File: src/rtl/bsg_reorder_fifo_if.sv
// ============================================================================
// Module      : bsg_reorder_fifo_if
// Description : Allocation, response-write and dequeue signals of the
//               completion-reorder buffer; slave = buffer, master = requester.
// Revision    : 1.0 - initial release
// ============================================================================
`default_nettype none

interface bsg_reorder_fifo_if #(
    parameter int WIDTH_P = 8,
    parameter int ELS_P   = 32
);
    localparam int LG_ELS = (ELS_P > 2) ? $clog2(ELS_P) : 1;

    logic [LG_ELS-1:0]  fifo_alloc_id_o;
    logic               fifo_alloc_v_o;
    logic               fifo_alloc_yumi_i;
    logic [LG_ELS-1:0]  write_id_i;
    logic [WIDTH_P-1:0] write_data_i;
    logic               write_v_i;
    logic [WIDTH_P-1:0] fifo_deq_data_o;
    logic               fifo_deq_v_o;
    logic               fifo_deq_yumi_i;
    logic               empty_o;

    modport slave (
        output fifo_alloc_id_o,
        output fifo_alloc_v_o,
        input  fifo_alloc_yumi_i,
        input  write_id_i,
        input  write_data_i,
        input  write_v_i,
        output fifo_deq_data_o,
        output fifo_deq_v_o,
        input  fifo_deq_yumi_i,
        output empty_o
    );

    modport master (
        input  fifo_alloc_id_o,
        input  fifo_alloc_v_o,
        output fifo_alloc_yumi_i,
        output write_id_i,
        output write_data_i,
        output write_v_i,
        input  fifo_deq_data_o,
        input  fifo_deq_v_o,
        output fifo_deq_yumi_i,
        input  empty_o
    );
endinterface

`default_nettype wire

File: src/rtl/bsg_reorder_fifo.sv
// ============================================================================
// Module      : bsg_reorder_fifo
// Description : Completion-reorder buffer: sequential ID allocation, writes by
//               ID in any order, dequeue in allocation order. Optional
//               same-cycle write-to-head bypass via BSG_REORDER_FIFO_BYPASS_EN.
// Revision    : 1.0 - initial release
// ============================================================================
`default_nettype none

module bsg_reorder_fifo #(
    parameter int WIDTH_P = 8,
    parameter int ELS_P   = 32
) (
    input  logic                clk_i,
    input  logic                reset_n_i,
    bsg_reorder_fifo_if.slave   io
);

    localparam int                LG_ELS   = (ELS_P > 2) ? $clog2(ELS_P) : 1;
    localparam int                CNT_W    = $clog2(ELS_P + 1);
    localparam logic [LG_ELS-1:0] LAST_ID  = LG_ELS'(ELS_P - 1);
    localparam logic [CNT_W-1:0]  FULL_CNT = CNT_W'(ELS_P);
    localparam logic [LG_ELS:0]   ID_LIMIT = (LG_ELS + 1)'(ELS_P);

    function automatic logic [LG_ELS-1:0] next_ptr(input logic [LG_ELS-1:0] p);
        return (p == LAST_ID) ? '0 : p + LG_ELS'(1);
    endfunction

    logic [LG_ELS-1:0]  wp_q, wp_d;
    logic [LG_ELS-1:0]  rp_q, rp_d;
    logic [CNT_W-1:0]   cnt_q, cnt_d;
    logic [ELS_P-1:0]   vld_q, vld_d;
    logic [WIDTH_P-1:0] mem_q [ELS_P];

    logic w_alloc_v;
    logic w_empty;
    logic w_head_vld;
    logic w_deq_v;
    logic w_alloc;
    logic w_deq;
    logic w_write_en;

    assign w_alloc_v  = (cnt_q != FULL_CNT);
    assign w_empty    = (cnt_q == '0);
    assign w_head_vld = vld_q[rp_q] && !w_empty;

    // Out-of-range IDs (non-power-of-two depth) never touch state.
    assign w_write_en = io.write_v_i && ({1'b0, io.write_id_i} < ID_LIMIT);

`ifdef BSG_REORDER_FIFO_BYPASS_EN
    logic w_bypass;
    assign w_bypass           = io.write_v_i && (io.write_id_i == rp_q) && !w_empty;
    assign w_deq_v            = w_head_vld || w_bypass;
    assign io.fifo_deq_data_o = w_bypass ? io.write_data_i : mem_q[rp_q];
`else
    assign w_deq_v            = w_head_vld;
    assign io.fifo_deq_data_o = mem_q[rp_q];
`endif

    // Illegal handshakes are masked so they cannot corrupt pointers.
    assign w_alloc = io.fifo_alloc_yumi_i && w_alloc_v;
    assign w_deq   = io.fifo_deq_yumi_i && w_deq_v;

    assign io.fifo_alloc_id_o = wp_q;
    assign io.fifo_alloc_v_o  = w_alloc_v;
    assign io.fifo_deq_v_o    = w_deq_v;
    assign io.empty_o         = w_empty;

    always_comb begin
        wp_d  = w_alloc ? next_ptr(wp_q) : wp_q;
        rp_d  = w_deq ? next_ptr(rp_q) : rp_q;
        cnt_d = cnt_q;
        case ({w_alloc, w_deq})
            2'b10:   cnt_d = cnt_q + CNT_W'(1);
            2'b01:   cnt_d = cnt_q - CNT_W'(1);
            default: cnt_d = cnt_q;
        endcase
        vld_d = vld_q;
        if (w_write_en) begin
            vld_d[io.write_id_i] = 1'b1;
        end
        // Clear after set: a bypassed write consumed in the same cycle leaves no stale valid.
        if (w_deq) begin
            vld_d[rp_q] = 1'b0;
        end
    end

    always_ff @(posedge clk_i) begin
        if (!reset_n_i) begin
            wp_q  <= '0;
            rp_q  <= '0;
            cnt_q <= '0;
            vld_q <= '0;
        end else begin
            wp_q  <= wp_d;
            rp_q  <= rp_d;
            cnt_q <= cnt_d;
            vld_q <= vld_d;
        end
    end

    always_ff @(posedge clk_i) begin
        if (w_write_en) begin
            mem_q[io.write_id_i] <= io.write_data_i;
        end
    end

`ifndef SYNTHESIS
    logic [LG_ELS:0] w_write_offset;

    // Distance of the written ID from the head, modulo the ring size.
    always_comb begin
        w_write_offset = '0;
        if (io.write_id_i >= rp_q) begin
            w_write_offset = {1'b0, io.write_id_i} - {1'b0, rp_q};
        end else begin
            w_write_offset = {1'b0, io.write_id_i} + ID_LIMIT - {1'b0, rp_q};
        end
    end

    a_alloc_legal: assert property (@(posedge clk_i) disable iff (!reset_n_i)
        io.fifo_alloc_yumi_i |-> w_alloc_v);

    a_deq_legal: assert property (@(posedge clk_i) disable iff (!reset_n_i)
        io.fifo_deq_yumi_i |-> w_deq_v);

    a_write_outstanding: assert property (@(posedge clk_i) disable iff (!reset_n_i)
        io.write_v_i |-> (w_write_en && (int'(w_write_offset) < int'(cnt_q))));

    a_write_not_valid: assert property (@(posedge clk_i) disable iff (!reset_n_i)
        w_write_en |-> !vld_q[io.write_id_i]);

    a_write_not_allocating: assert property (@(posedge clk_i) disable iff (!reset_n_i)
        (io.write_v_i && io.fifo_alloc_yumi_i) |-> (io.write_id_i != wp_q));
`endif

endmodule

`default_nettype wire

File: src/flat_wrapper.sv
// flat-port wrapper written by rule: the top's interface ports become plain ports
module bsg_reorder_fifo_flat 
#(
    parameter int WIDTH_P = 8,
    parameter int ELS_P   = 32
)
  (clk_i, reset_n_i, io_fifo_alloc_id_o, io_fifo_alloc_v_o, io_fifo_alloc_yumi_i, io_write_id_i, io_write_data_i, io_write_v_i, io_fifo_deq_data_o, io_fifo_deq_v_o, io_fifo_deq_yumi_i, io_empty_o);
  bsg_reorder_fifo_if #(.WIDTH_P(WIDTH_P), .ELS_P(ELS_P)) io_i ();
  input  logic clk_i;
  input  logic reset_n_i;
  output wire logic [$bits(io_i.fifo_alloc_id_o)-1:0] io_fifo_alloc_id_o;
  output wire logic [$bits(io_i.fifo_alloc_v_o)-1:0] io_fifo_alloc_v_o;
  input wire logic [$bits(io_i.fifo_alloc_yumi_i)-1:0] io_fifo_alloc_yumi_i;
  input wire logic [$bits(io_i.write_id_i)-1:0] io_write_id_i;
  input wire logic [$bits(io_i.write_data_i)-1:0] io_write_data_i;
  input wire logic [$bits(io_i.write_v_i)-1:0] io_write_v_i;
  output wire logic [$bits(io_i.fifo_deq_data_o)-1:0] io_fifo_deq_data_o;
  output wire logic [$bits(io_i.fifo_deq_v_o)-1:0] io_fifo_deq_v_o;
  input wire logic [$bits(io_i.fifo_deq_yumi_i)-1:0] io_fifo_deq_yumi_i;
  output wire logic [$bits(io_i.empty_o)-1:0] io_empty_o;
  assign io_fifo_alloc_id_o = io_i.fifo_alloc_id_o;
  assign io_fifo_alloc_v_o = io_i.fifo_alloc_v_o;
  assign io_i.fifo_alloc_yumi_i = io_fifo_alloc_yumi_i;
  assign io_i.write_id_i = io_write_id_i;
  assign io_i.write_data_i = io_write_data_i;
  assign io_i.write_v_i = io_write_v_i;
  assign io_fifo_deq_data_o = io_i.fifo_deq_data_o;
  assign io_fifo_deq_v_o = io_i.fifo_deq_v_o;
  assign io_i.fifo_deq_yumi_i = io_fifo_deq_yumi_i;
  assign io_empty_o = io_i.empty_o;
  bsg_reorder_fifo #(.WIDTH_P(WIDTH_P), .ELS_P(ELS_P)) u_core (.clk_i(clk_i), .reset_n_i(reset_n_i), .io(io_i));
endmodule
File: config.mk
export PLATFORM = sky130hd
export DESIGN_NAME = bsg_reorder_fifo_flat
export DESIGN_NICKNAME = d
export VERILOG_FILES = /design/src/rtl/bsg_reorder_fifo_if.sv /design/src/rtl/bsg_reorder_fifo.sv /design/src/flat_wrapper.sv
export SDC_FILE = /design/constraint.sdc
export NUM_CORES = 1
export LEC_CHECK = 0
export ABC_AREA = 1
export CAP_MARGIN = 10
export CORE_UTILIZATION = 60
export CTS_BUF_LIST = sky130_fd_sc_hd__clkbuf_4 sky130_fd_sc_hd__clkbuf_8
export DETAILED_ROUTE_END_ITERATION = 10
export GPL_TIMING_DRIVEN = 0
export PLACE_DENSITY = 0.86
export SLEW_MARGIN = 30
export SYNTH_ARGS = -nofsm -noshare
export SYNTH_HDL_FRONTEND = slang
export SYNTH_SLANG_ARGS = --single-unit
File: constraint.sdc
create_clock -name clk_i -period 6.36 [get_ports clk_i]
set_input_delay 0.954 -clock clk_i [delete_from_list [all_inputs] [get_ports clk_i]]
set_output_delay 0.954 -clock clk_i [all_outputs]
set_load 0.1 [all_outputs]
* After elaboration in Yosys (flattened, before gate mapping) *
Memory sizes are Yosys's and may differ from the RTL's. A register that Yosys moved wholly into a read port is not among the register bits.
Index checks and enable logic that the tools add are counted.

word-level totals
  memory bits (writable) = 256
  input bits = 18
  word-level logic and storage cells = 44
  output and inout port bits = 16
  bits in registers = 48
  memories kept = 1

memory list
  memory        depth  bits a word  rd ports  clocked after memory_dff  wr ports  RTL line                text
  u_core.mem_q  32     8            1         1                         1         bsg_reorder_fifo.sv:33  logic [WIDTH_P-1:0] mem_q [ELS_P];

operators by class
  add/subtract/negate cells = 4
  equality and inequality tests = 5
  bitwise operators = 3
  $lt $le $gt $ge = 4
  reduce and logical (&&, ||, !) cells = 8
  muxes and demuxes = 15

operators with widths
  kind                 count
  $mux 32              2
  $and 32x32->32       1
  $not 32->32          1
  $or 32x32->32        1
  $mux 5               4
  $lt 5x6->1 const B   2
  $pmux 6 s2           1
  $add 5x1->5 const B  2
  $demux 1 s5          2
  $eq 5x5->1 const B   2
  $ge 5x1->1 const B   2
  $add 6x1->6 const B  1
  $logic_not 6->1      1
  $ne 6x6->1 const B   1
  $sub 6x1->6 const B  1
  $bmux 1 s5           1
  $logic_and 1x1->1    5
  $mux 1               5
  $eq 2x1->1 const B   1
  $eq 2x2->1 const B   1
  $reduce_bool 2->1    1
  $logic_not 1->1      1

* Longest topological paths before layout *
Gate-level depths: netlist (run 1).

  depth after elaboration = 8
  depth in mapped cells = 24
  gate-level depth less buffers = 22

* Worst setup path after synthesis (run 1) *
Ideal clock, no wire load.

  path type = flip-flop to flip-flop
  from = reg u_core.cnt_q[0]
  to = reg u_core.cnt_q[5]
  data arrival time = 3.129 ns
  stages on the path, launching flop included = 14
  path buffers = 0
  slack = 3.099 ns
  setup time = 0.132 ns
  path through = dfxtp_1 -> nor4_1 -> nand3_1 -> nand2_1 -> ha_1 -> ha_1 -> nand3_1 -> nand3_1 -> nand2_1 -> a21oi_1 -> o21bai_1 -> nand2_1 -> nand2_1 -> a21oi_1

on the way
  elaborated cells between the ends (all ways) = 12
  those cells by class = add/sub: 2; eq/ne: 3; mux: 1; reduce/logical: 6

RTL lines
  element                                          RTL line                text
  start: declaration                               bsg_reorder_fifo.sv:31  logic [CNT_W-1:0] cnt_q, cnt_d;
  start signal: assignment                         bsg_reorder_fifo.sv:97  cnt_q <= cnt_d;
  $ne 6x6->1 (*)                                   bsg_reorder_fifo.sv:43  assign w_alloc_v = (cnt_q != FULL_CNT);
  net io_fifo_alloc_v_o                            flat_wrapper.sv:12      output wire logic [$bits(io_i.fifo_alloc_v_o)-1:0] io_fifo_alloc_v_o;
  $logic_and 1x1->1 (*)                            bsg_reorder_fifo.sv:61  assign w_alloc = io.fifo_alloc_yumi_i && w_alloc_v;
  $eq 2x1->1 or $eq 2x2->1 (tied branches)         bsg_reorder_fifo.sv:73  case ({w_alloc, w_deq})
  $pmux 6 s2 or $reduce_bool 2->1 (tied branches)  -

Mark *: on every way through the listed nets, which the timed path passes. The rest lies on a longest branch.
A chain may end at the register's enable or synchronous reset.

==> summary.md, run 1 <==
| Metric | Value |
|---|---|
| H-tree depth | 2 |
| Placed Area | 13800 µm² |
| Pin count of the biggest net entering global routing | 33 |
| Max Buffers Root-to-Sink | 3 |
| Die Span X | 150 µm |
| Pwr Density | 279 nW/µm² |
| Most common cell after layout, fill and taps aside | edfxtp_1 |
| Hold EP | u_core.io.fifo_alloc_id_o[4] |
| Initial Util | 61.9% |
| Mean Syn Cell Area | 10.6 µm² |
| All-layer global routing usage | 33.5% |
| Final non-filler cell total | 1638 |
| Worst R2R Path Depth | 24 |
| Final Max Slew Viols | 0 |
| First-pass GRT wire length | 55.1 mm |
| CP peak stage delay | 1150 ps |
| Sw frac | 23.1% |
| CP Buf/Inv Count | 3 |
| Reg-to-Reg End | u_core.cnt_q[5] |
| Final Cell Area | 14800 µm² |
| Crit-path cells | clkbuf_1, clkbuf_1, o21ai_0, o221ai_1, nand3_1, o21ai_0, nand2_1, nand2_1, clkdlybuf4s50_1 |
| Layout cells sized above 1 | 11.1% |
| Placed Cells | 1552 |
| Startpoint types | flop |
| Leakage | 0.00541 µW |
| CTS tree | done |
| Worst vdd ir | 0.172 mV |
| Fillers | 1459 |
| Syn Inst Count | 1245 |
| Worst-path clk slew | 60 ps |
| Post-Route Setup TNS | 0 ps |
| Final setup margin | 1180 ps |
| Routability cong. | 0.964 |
| Clk Latency, worst-skew pair | 570 ps |
| Count of input and output buffers | 32 |
| Worst endpoint required time | 5410 ps |
| Nets | 1358 |
| Max Cap Viol | 0 |
| WS Path Type | reg -> out |
| Die area | 22600 µm² |
| DR pass1 iterations | 6 |
| Die height | 150 µm |
| Cts repair resizes | 0 |
| Worst r2r src | u_core.rp_q[0] |
| Area Growth Syn to Fin | 12.3% |
| Fin. Hold Viols | 0 |
| Tightest Pin Transition | 994 ps |
| Drt first-iter violations | 1495 |
| Core Area | 21300 µm² |
| Antenna violations before repair | 0 |
| R2r setup slk | 2880 ps |
| Sequential area share after synthesis | 66.4% |
| Arrival time worst endpoint | 4230 ps |
| Syn Nets | 1276 |
| Post-route minimum period | 5180 ps |
| Switching pwr | 953 µW |
| Routed vias | 10200 |
| Register bit total from synthesis | 309 |
| Pre-CTS WS | 1870 ps |
| Outcome | finished, final reports clean |
| Hold_ws | 514 ps |
| Gr ovfl total | 0 |
| Yosys warns | 0 |
| Seq pwr share | 54.1% |
| Clock group share of total power | 40.6% |
| Vias in the first global route | 9800 |
| Mapped Area | 13200 µm² |
| Clock Skews | 29.6 ps |
| N_diodes | 0 |
| Total CTS buffers | 48 |
| # setup viols final | 0 |
| Total Routed Length | 36.7 mm |
| Comb pwr share | 5.4% |
| WHS Path Cells | 2 |
| HP Class | reg -> reg |
| Max stage delay cell, worst path | clkdlybuf4s50_1 |
| Setup bufs post-CTS | 0 |
| Root buffer cell | clkbuf_8 |
| Slew headroom | 33.5% |
| Period utilization | 81.5% |
| Routed Antenna Nets | 0 |
| Row cnt | 53 |
| Yosys cell types | 32 |
| IO Pins | 34 |
| DPL Wire Length | 23.5 mm |
| DRC viols | 0 |
| Number of hold buffers added after CTS | 0 |
| Wirelength per Cell | 22.4 µm |
| Crit-path max FO | 10 |
| CTS sink cnt | 309 |
| Via density | 6.24 |
| Crit end category | primary output |
| Cell Int Power | 3170 µW |
| Most frequent cells in the layout | 256 x edfxtp_1, 233 x nor2_1, 167 x o21ai_0, 143 x nand2_1, 107 x inv_1 |
| Worst Hold Launch | u_core.io.fifo_alloc_id_o[4] |
| Delay-heaviest family, CP | buffers and inverters |
| RSZ-0062 raised after global routing | no |
| Max Fclk | 193 MHz |
## layer usage
metal	up-vias	global-route usage [%]	part of all wire, %
met5	-	0	0
met4	0	16.4	4.6
met3	146	8.21	13
met2	804	54.0	47
met1	4770	42.6	36
li1	4498	-	-
## final cells by class
type                       instances  area (µm²)  area share [%]
multi-input combinational        753        3750            25.3
sequential                       309        8750            59.1
timing repair buffer              32         280            1.89
inverter                         114         428            2.89
clock inverter                    18         135           0.913
clock buffer                      68         811            5.48
tap                              275         344            2.32
buffer                            69         308            2.08
## kinds of logic after synthesis
group           count (synthesis)  synth area share [%]
buf+inv                       183                  5.58
xor+xnor                        5                 0.332
flops                         309                  66.4
fa+ha+maj                      13                  1.29
simple gates                  476                  14.5
compound gates                259                  11.9
## worst max path at each step
stage                                  endpoint       startpoint  cells after the start
after floorplan                 u_core.cnt_q[5]  u_core.cnt_q[0]                     13
after global placement    io_fifo_deq_data_o[0]             flop                     10
after detailed placement  io_fifo_deq_data_o[0]             flop                     10
after CTS                 io_fifo_deq_data_o[0]             flop                     10
after global routing      io_fifo_deq_data_o[0]             flop                     10
final                     io_fifo_deq_data_o[0]             flop                      9
## worst reg2reg max path, delay by kind of cell, from the launching register on
family                     cells  cell delay, ps
and+or+nand+nor               15            1220
buffers and inverters          5             890
AOI/OAI and AO/OA              2             240
DFF                            1             330
adders and majority gates      2             670
## registers in the layout, summed over array words and instances (netlist names), named ones only
register,flops
u_core.rp_q,5
u_core.cnt_q,6
u_core.mem_q,256
u_core.vld_q,32
u_core.io.fifo_alloc_id_o,5
## per-stage QoR
step | utilization, % | total power [µW]
floorplan | - | 2400
global placement | 65.0 | 2480
detailed placement | 64.9 | 2490
CTS | 69.4 | 4110
global route | 69.5 | 4220
finish | 69.5 | 4120
## power groups by stage
| stage | Clock [µW] | Sequential, µW | Combinational, µW |
|---|---|---|---|
| 3_5_place_dp | 0 | 2270 | 214 |
| 2_1_floorplan | 0 | 2280 | 117 |
| 6_report | 1670 | 2230 | 222 |
| 5_1_grt | 1760 | 2230 | 236 |
| 4_1_cts | 1670 | 2230 | 215 |
| 3_3_place_gp | 0 | 2270 | 210 |
## Yosys cell counts
cell type	number	share of area (%)
edfxtp_1	256	58
nor2_1	255	7.3
o21ai_0	167	6.3
nand2_1	143	4.1
inv_1	107	3.0
dfxtp_1	53	8.1
clkbuf_1	50	1.4
o221ai_1	46	3.1
nand3_1	45	1.7
nor3_1	22	0.84
o21ai_2	20	1.3
o22ai_1	18	0.85
ha_1	12	1.1
buf_2	8	0.30
a21oi_1	7	0.27
inv_2	6	0.17
buf_1	5	0.14
xor2_1	5	0.33
nand4_1	4	0.19
buf_4	2	0.11
buf_8	2	0.23
nor2_2	2	0.095
and2_1	1	0.048
buf_6	1	0.085
clkbuf_2	1	0.038
clkinv_1	1	0.028
fa_1	1	0.15
nand2_4	1	0.085
nand3_2	1	0.076
nor3b_1	1	0.057
nor4_1	1	0.048
o21bai_1	1	0.057
No activity file was read; power rests on OpenSTA's default activity.
==> run 2: changes to the inputs <==
==> constraint.sdc (replaced) <==
create_clock -name clk_i -period 4.9 [get_ports clk_i]
set_input_delay 0.735 -clock clk_i [delete_from_list [all_inputs] [get_ports clk_i]]
set_output_delay 0.735 -clock clk_i [all_outputs]
set_load 0.1 [all_outputs]
==> summary.md, run 2 (synthesis results as in run 1) <==
| Metric | Value |
|---|---|
| Outcome | finished, final reports clean |
| Final Max Slew Viols | 0 |
| Nets | 1358 |
| Clock Skews | 25.8 ps |
| Total Routed Length | 36.7 mm |
| All-layer global routing usage | 33.5% |
| Largest register FFs | 256 |
| Clk Latency, worst-skew pair | 570 ps |
| Most common cell after layout, fill and taps aside | edfxtp_1 |
| Total CTS buffers | 48 |
| Die area | 22600 µm² |
| Leakage | 0.00546 µW |
| Worst R2R Path Depth | 23 |
| IO Pins | 34 |
| Core Area | 21300 µm² |
| Gr ovfl total | 0 |
| HP Class | reg -> reg |
| Count of input and output buffers | 32 |
| Sw frac | 23.1% |
| Switching pwr | 1230 µW |
| Pin count of the biggest net entering global routing | 33 |
| Fin. Hold Viols | 0 |
| Arrival time worst endpoint | 3930 ps |
| Worst r2r src | u_core.rp_q[0] |
| Post-Route Setup TNS | 0 ps |
| Most flop-heavy register | u_core.mem_q |
| DRC viols | 0 |
| DR pass1 iterations | 7 |
| WHS Path Cells | 2 |
| First-pass GRT wire length | 55.1 mm |
| Routed Antenna Nets | 0 |
| Placed Area | 13800 µm² |
| Comb pwr share | 5.4% |
| Routability cong. | 0.964 |
| WS Path Type | reg -> out |
| CTS tree | done |
| Layout cells sized above 1 | 11.1% |
| Final Cell Area | 14800 µm² |
| Crit-path max FO | 10 |
| Clock group share of total power | 40.5% |
| Vias in the first global route | 9795 |
| Post-route minimum period | 4660 ps |
| DPL Wire Length | 23.5 mm |
| CTS sink cnt | 309 |
| Max Cap Viol | 0 |
| Area of the multi-input gates | 3750 µm² |
| Crit end category | primary output |
| Number of hold buffers added after CTS | 0 |
| Seq pwr share | 54.1% |
| # setup viols final | 0 |
| RSZ-0062 raised after global routing | no |
| Die Span X | 150 µm |
| Root buffer cell | clkbuf_8 |
| Max Fclk | 214 MHz |
| Worst Hold Launch | u_core.io.fifo_alloc_id_o[4] |
| Slew headroom | 33.2% |
| Tot Pwr | 5350 µW |
| Max Buffers Root-to-Sink | 3 |
| Reg area | 8750 µm² |
| Fillers | 1458 |
| Cell Int Power | 4110 µW |
| Initial Util | 61.9% |
| Area Growth Syn to Fin | 12.5% |
| Wirelength per Cell | 22.4 µm |
| Drt first-iter violations | 1525 |
| Die height | 150 µm |
| Routed vias | 10200 |
| Startpoint types | flop |
| Worst-path clk slew | 60 ps |
| Worst vdd ir | 0.224 mV |
| Row cnt | 53 |
| Worst endpoint required time | 4160 ps |
| N_diodes | 0 |
| Leading registers by flop count | u_core.mem_q (256), u_core.vld_q (32), u_core.cnt_q (6) |
| Period utilization | 95.2% |
| Antenna violations before repair | 0 |
| Most frequent cells in the layout | 256 x edfxtp_1, 233 x nor2_1, 167 x o21ai_0, 143 x nand2_1, 107 x inv_1 |
| Tightest Pin Transition | 999 ps |
| H-tree depth | 2 |
| Pwr Density | 361 nW/µm² |
| Via density | 6.25 |
| Setup bufs post-CTS | 0 |
==> run 2: cell count changes in the layout (fill, tap and decap cells not counted), sizes merged <==
cell and delta:
clkdlybuf4s15 +1, clkdlybuf4s50 -7, dlymetal6s2s +6
==> run 2: path summary, 6_finish.rpt <==
kind	slack [ps]	endpoint
worst max register to register	1450	u_core.cnt_q[5]
worst max-delay path	240	io_fifo_deq_data_o[0]
worst min-delay path	510	u_core.io.fifo_alloc_id_o[4]
worst min register to register	510	u_core.io.fifo_alloc_id_o[4]
==> run 2: layout make-up <==
class / instances / share of cell area, %
Sequential cell: 309 / 59.0
Buffer: 69 / 2.08
Tap cell: 275 / 2.32
Multi-Input combinational cell: 753 / 25.3
Clock inverter: 18 / 0.912
Timing Repair Buffer: 32 / 1.99
Inverter: 114 / 2.89
Clock buffer: 68 / 5.47
==> run 2: worst max-delay path, stage by stage (launching register included) <==
cell             delay, ps
dfxtp_1                350
clkbuf_1               470
clkbuf_1               570
o21ai_0                240
o221ai_1               350
nand3_1                220
o21ai_0                120
nand2_1                 70
nand2_1                120
clkdlybuf4s15_1        840
==> run 2: power groups by stage <==
stage	registers, µW	logic [µW]	clock network [µW]
floorplan	2960	152	0
global placement	2950	273	0
detailed placement	2950	278	0
CTS	2890	279	2160
global route	2900	305	2280
finish	2890	287	2170
==> run 2: metal layers <==
metal  wire length (µm)  GRT usage [%]  up-vias
li1                   -              -     4497
met3               4520           8.21      146
met2              17200           53.8      781
met5                  0              0        -
met1              13200           42.5     4809
met4               1770           16.6        0
==> run 2: through the flow <==
step / util, % / std cells / setup WS (ps) / hold WS [ps]
5_1_grt: 69.6 / 1638 / 7.42 / 527
3_3_place_gp: 65.0 / 1552 / 713 / 495
6_report: 69.6 / 1638 / 237 / 514
3_5_place_dp: 64.9 / 1552 / 626 / 507
4_1_cts: 69.4 / 1638 / 38.8 / 516
2_1_floorplan: - / 1245 / 1640 / 478
==> run 2: what timing repair did <==
item	CTS	global route
resized for setup	1	7
pin swaps	0	0
endpoints found under the setup margin	1	7
cloned	0	0
